### src/rtl/result_collector.sv
// result_collector: gathers result words from 8 cluster lanes into one
// valid/ready stream. Each word is tagged with its 1-based source lane.
// Every lane has a one-entry holding slot. A single output register is fed
// by a round-robin arbiter over the full slots.
// Optional build macro RESULT_COLLECTOR_FIXED_PRIO_EN: the arbiter becomes
// fixed priority, where the lowest-numbered full lane wins, and the pointer
// register is removed.
module result_collector #(
    parameter int unsigned input_width = 91
) (
    input  logic                   clk,
    input  logic                   rst_n,
    input  logic [input_width-1:0] data_in_1,
    input  logic [input_width-1:0] data_in_2,
    input  logic [input_width-1:0] data_in_3,
    input  logic [input_width-1:0] data_in_4,
    input  logic [input_width-1:0] data_in_5,
    input  logic [input_width-1:0] data_in_6,
    input  logic [input_width-1:0] data_in_7,
    input  logic [input_width-1:0] data_in_8,
    input  logic                   valid_in_1,
    input  logic                   valid_in_2,
    input  logic                   valid_in_3,
    input  logic                   valid_in_4,
    input  logic                   valid_in_5,
    input  logic                   valid_in_6,
    input  logic                   valid_in_7,
    input  logic                   valid_in_8,
    output logic                   ready_out_1,
    output logic                   ready_out_2,
    output logic                   ready_out_3,
    output logic                   ready_out_4,
    output logic                   ready_out_5,
    output logic                   ready_out_6,
    output logic                   ready_out_7,
    output logic                   ready_out_8,
    output logic [input_width-1:0] data_out,
    output logic [3:0]             index_out,
    output logic                   valid_out,
    input  logic                   ready_in
);

    localparam int unsigned NumLanes = 8;

    logic [input_width-1:0] data_in_arr [NumLanes];
    logic [NumLanes-1:0]    valid_in_vec;

    logic [NumLanes-1:0]    full_q;
    logic [input_width-1:0] slot_q [NumLanes];

    logic [input_width-1:0] data_out_q;
    logic [3:0]             index_out_q;
    logic                   valid_out_q;

    logic                   win_found;
    logic [2:0]             win_lane;
    logic                   load_en;
    logic                   load_hit;

    // Internally lane k lives at array position k-1.
    assign data_in_arr[0] = data_in_1;
    assign data_in_arr[1] = data_in_2;
    assign data_in_arr[2] = data_in_3;
    assign data_in_arr[3] = data_in_4;
    assign data_in_arr[4] = data_in_5;
    assign data_in_arr[5] = data_in_6;
    assign data_in_arr[6] = data_in_7;
    assign data_in_arr[7] = data_in_8;

    assign valid_in_vec = {valid_in_8, valid_in_7, valid_in_6, valid_in_5,
                           valid_in_4, valid_in_3, valid_in_2, valid_in_1};

    // Ready depends only on slot state, so there is no path from ready_in.
    assign ready_out_1 = ~full_q[0];
    assign ready_out_2 = ~full_q[1];
    assign ready_out_3 = ~full_q[2];
    assign ready_out_4 = ~full_q[3];
    assign ready_out_5 = ~full_q[4];
    assign ready_out_6 = ~full_q[5];
    assign ready_out_7 = ~full_q[6];
    assign ready_out_8 = ~full_q[7];

    assign data_out  = data_out_q;
    assign index_out = index_out_q;
    assign valid_out = valid_out_q;

    // The output register is free when it is empty or is being drained this cycle.
    assign load_en  = ~valid_out_q | ready_in;
    assign load_hit = load_en & win_found;

`ifdef RESULT_COLLECTOR_FIXED_PRIO_EN
    // Fixed priority: scan downward so the lowest full lane is the last one written.
    always_comb begin
        win_found = 1'b0;
        win_lane  = 3'd0;
        for (int i = NumLanes - 1; i >= 0; i--) begin
            if (full_q[i]) begin
                win_found = 1'b1;
                win_lane  = 3'(i);
            end
        end
    end
`else
    logic [2:0] ptr_q;

    // Round robin: search starts one past the last winner and wraps from lane 8 to lane 1.
    always_comb begin
        logic [2:0] idx;
        idx       = 3'd0;
        win_found = 1'b0;
        win_lane  = 3'd0;
        for (int i = 1; i <= NumLanes; i++) begin
            idx = ptr_q + 3'(i);
            if (!win_found && full_q[idx]) begin
                win_found = 1'b1;
                win_lane  = idx;
            end
        end
    end

    // The pointer advances only when a word actually moves to the output.
    always_ff @(posedge clk or negedge rst_n) begin
        if (!rst_n) begin
            ptr_q <= 3'd7;
        end else if (load_hit) begin
            ptr_q <= win_lane;
        end
    end
`endif

    // Holding slots: capture when empty, and release when the arbiter takes the word.
    always_ff @(posedge clk or negedge rst_n) begin
        if (!rst_n) begin
            full_q <= '0;
            for (int k = 0; k < NumLanes; k++) begin
                slot_q[k] <= '0;
            end
        end else begin
            for (int k = 0; k < NumLanes; k++) begin
                // Capture and release cannot hit the same lane: a full slot is never ready.
                if (valid_in_vec[k] && !full_q[k]) begin
                    full_q[k] <= 1'b1;
                    slot_q[k] <= data_in_arr[k];
                end else if (load_hit && (win_lane == 3'(k))) begin
                    full_q[k] <= 1'b0;
                end
            end
        end
    end

    // Output register: reloads back-to-back, and holds while the downstream stalls.
    always_ff @(posedge clk or negedge rst_n) begin
        if (!rst_n) begin
            data_out_q  <= '0;
            index_out_q <= 4'd0;
            valid_out_q <= 1'b0;
        end else if (load_en) begin
            if (win_found) begin
                data_out_q  <= slot_q[win_lane];
                index_out_q <= {1'b0, win_lane} + 4'd1;
                valid_out_q <= 1'b1;
            end else begin
                // data_out keeps its last value; it carries no meaning while valid_out is 0.
                index_out_q <= 4'd0;
                valid_out_q <= 1'b0;
            end
        end
    end

endmodule
### config.mk
export PLATFORM = sky130hd
export DESIGN_NAME = result_collector
export DESIGN_NICKNAME = d
export VERILOG_FILES = /design/src/rtl/result_collector.sv
export SDC_FILE = /design/constraint.sdc
export NUM_CORES = 1
export LEC_CHECK = 0
export CAP_MARGIN = 10
export CELL_PAD_IN_SITES_DETAIL_PLACEMENT = 0
export CELL_PAD_IN_SITES_GLOBAL_PLACEMENT = 1
export CORE_AREA = 2 2 324 326
export CTS_CLUSTER_DIAMETER = 120
export DETAILED_ROUTE_END_ITERATION = 6
export DIE_AREA = 0 0 326 328
export GPL_ROUTABILITY_DRIVEN = 1
export PLACE_DENSITY_LB_ADDON = 0.08
export SYNTH_ARGS = -nofsm -noshare
export SYNTH_HDL_FRONTEND = slang
export SYNTH_SLANG_ARGS = --single-unit
### constraint.sdc
create_clock -name clk -period 5.2 [get_ports clk]
set_clock_uncertainty 0.1 [all_clocks]
set_input_delay 1.04 -clock clk [delete_from_list [all_inputs] [get_ports clk]]
set_output_delay 1.04 -clock clk [all_outputs]
set_load 0.02 [all_outputs]
==> metrics.csv, run 1 <==
stage;metric;value;unit
run_status;outcome;finished clean;
placed_design;portBuffers;842;
sta;hold_viol_final;0;
flow_run;maxCapViolCount;0;
yosys;yosys_warnings;0;
yosys;synth_edf_count;0;
final_layout;fill_cells;9038;
critical_path;critPathSlowestCell;ha_1;
floorplan;dieArea;0.107;mm²
clock_tree;htreeDepth;3;
yosys;synth_area_leader_cell;dfrtp_1;
yosys;syn_area_per_cell;13.5;µm²
final_layout;layout-drive-gt1-share;27.5;%
sta;fin_crit;4660;ps
critical_path;endpoint_kind;flip-flop;
yosys;async_reset_ff_share;100;%
final_layout;utilization;49.2;%
placed_design;place.gp.congestion;0.873;
power;p_per_area;761;mW/mm²
critical_path;critPathArrivalTime;5120;ps
critical_path;cp_top_family;compound AO/OA/AOI/OAI gates;
detailed_routing;first_iter_violations;1543;
clock_tree;root_buffer;clkbuf_16;
final_layout;areaGrowthSynthToFinish;35.8;%
final_layout;nets;4293;
floorplan;num_rows;118;
power;design_power_total;0.0386;W
clock_tree;cts_resized;0;
placed_design;dp_hpwl;101000;µm
global_routing;grt_usage;26.4;%
yosys;synth_top_cell_area_share;55.7;%
global_routing;first_global_vias;29400;
detailed_routing;wl_per_cell;28.4;µm
min_path;hold_class;input port to asynchronous set/reset pin;
sta;setup_violations;0;
floorplan;chipWidth;326;µm
sta;slew_headroom;28.4;%
clock_tree;clk_latency;680;ps
detailed_routing;num_vias;27200;
clock_tree;cts_tree;done;
clock_tree;clkSlewWorstSetupHoldPaths;60;ps
critical_path;cp_data_required_time;5660;ps
floorplan;io_pins;843;
critical_path;path_cells;inv_2, ha_1, mux4_2, mux2i_2, o21ai_0, a21oi_1, a21o_4, buf_4, nand2_4, buf_12, a211oi_1, a311oi_1, a211o_1;
yosys;synth_fp_nets;3511;
floorplan;initial_core_util;36.2;%
detailed_routing;vias_per_cell;5.37;
critical_path;critPathBufInv;3;
placed_design;dp.cells;4831;
global_routing;grt_overflow_total;0;
clock_tree;clkSinkCount;835;
yosys;ys_ff_latch;835;
yosys;ys.flop_type;dfrtp_1;
critical_path;cpPeakStageDelay;580;ps
detailed_routing;drc;0;
sta;tightest_slew;1070;ps
clock_tree;cts_hold_buf;0;
sta;fin_crit_sh;89.6;%
global_routing;antenna_found_initial;95;
final_layout;multi_input_area;0.0155;mm²
global_routing;grt_max_degree;100;
detailed_routing;drtPass1Iterations;5;
critical_path;cp_max_fo;45;
clock_tree;cts_setup_buffers;0;
sta;finalSetupTns;0;ps
sta;rsz0062_at_grt;no;
yosys;ys_types;47;
floorplan;core_area;0.103;mm²
floorplan;chipHeight;328;µm
critical_path;critical_path_class;flip-flop to flip-flop;
power;leakagePower;21.7;nW
yosys;yosys-top-cells-area;dfrtp_1 56%, mux2_2 22%, mux2i_1 5.2%;
yosys;yosysSeqAreaShare;55.9;%
sta;fmax;215;MHz
final_layout;final-instance-count-excl-fill;5068;
clock_tree;cts_buffers;99;
sta;maxSlewViolCount;0;
power;vdd_drop_max;0.000816;V
final_layout;register_area;0.0209;mm²
detailed_routing;drt-total-wl;144000;µm
critical_path;cp-start-kind;flip-flop;
clock_tree;clock_path_buffers;3;
global_routing;grt_pass1_wl;207000;µm
detailed_routing;ant_nets;0;
yosys;synth_area;0.0374;mm²
yosys;syn_inst;2770;
## cells in the mapped netlist, drive strengths merged, types with 4 or more instances
library cell and count:
nand3 6, a211o 92, mux2 734, nand2 200, a21o 4, and3 91, inv 16, nand4 4
clkbuf 154, o22a 6, xnor2 5, mux4 16, o21ai 12, a311oi 91, o22ai 93, nor2b 9
dfrtp 832, a21oi 9, mux2i 195, a211oi 92, buf 74, nor2 10
## per-layer routing
| layer | up-vias | GRT usage, % | share of wire [%] |
|---|---|---|---|
| met1 | 14100 | 30.7 | 39 |
| met5 | - | 0 | 0.34 |
| met2 | 855 | 45.2 | 51 |
| li1 | 11900 | - | - |
| met4 | 80 | 11.3 | 3.4 |
| met3 | 274 | 8.03 | 7.0 |
## final cells by class
class	instances	area share (%)
Antenna cell	55	0.271
Clock buffer	149	5.69
Clock inverter	33	0.597
Inverter	16	0.118
Multi-Input combinational cell	1691	30.5
Sequential cell	835	41.2
Tap cell	1380	3.40
Timing Repair Buffer	909	18.2
## cell usage in the layout (no fill, tap or decap), types with 55 or more instances in the layout
cell / netlist / layout
clkbuf_16: 0 / 101
a211o_1: 92 / 92
o22ai_1: 93 / 93
mux2_2: 734 / 734
diode_2: 0 / 55
nand2_1: 200 / 198
a211oi_1: 92 / 92
a311oi_1: 91 / 91
mux2i_1: 194 / 194
dfrtp_1: 832 / 832
and3_1: 91 / 91
clkdlybuf4s50_1: 0 / 841
## stage by stage
step	cell area, µm²	hold slack (ps)	setup slack [ps]
2_1_floorplan	37400	372	1190
3_3_place_gp	47400	370	589
3_5_place_dp	47400	375	599
4_1_cts	50600	366	588
5_1_grt	50700	369	286
6_report	50800	329	542
## sequential cells by signal (all words and copies together), names as in the netlist
name,cells
data_out,91
full_q,8
index_out,4
ptr_q,3
slot_q,728
valid_out,1
## where the power goes
group	switching, W	leakage, nW	internal, W	total [W]
logic	0.0110	10.1	0.00895	0.0200
clock network	0.00284	1.58	0.00403	0.00686
registers	0.00190	9.98	0.00988	0.0118
## final timing paths
path                       depth (start not counted)  slack [ps]        start      endpoint
setup / recovery                                  13         540     ptr_q[0]  data_out[51]
hold / removal                                     1         330        rst_n   slot_q[176]
setup reg to reg                                  13         540     ptr_q[0]  data_out[51]
hold reg to reg                                    1         380  data_out[0]   data_out[0]
max in group asynchronous                          2        3370        rst_n   slot_q[290]
min in group clk                                   1         380  data_out[0]   data_out[0]
## logic make-up (layout without fill, tap and decap cells)
family,count (synthesis),in the layout,share of synthesized area (%)
mux,945,945,28.3
flops,835,835,55.9
compound gates,408,408,8.43
simple gates,330,330,4.14
buf+inv,244,1107,3.00
xor+xnor,6,6,0.141
fa+ha+maj,2,2,0.0669
other cells,0,55,0
Note: power is estimated with default switching activity, not from simulation.
==> inputs of run 2 (changes only) <==
--- a/config.mk
+++ b/config.mk
@@ -14,6 +14,7 @@
 export DIE_AREA = 0 0 326 328
 export GPL_ROUTABILITY_DRIVEN = 1
 export PLACE_DENSITY_LB_ADDON = 0.08
+export SKIP_LAST_GASP = 1
 export SYNTH_ARGS = -nofsm -noshare
 export SYNTH_HDL_FRONTEND = slang
 export SYNTH_SLANG_ARGS = --single-unit
==> results of run 2 <==
No change in the layout: final DEF, timing and power equal those of run 1.
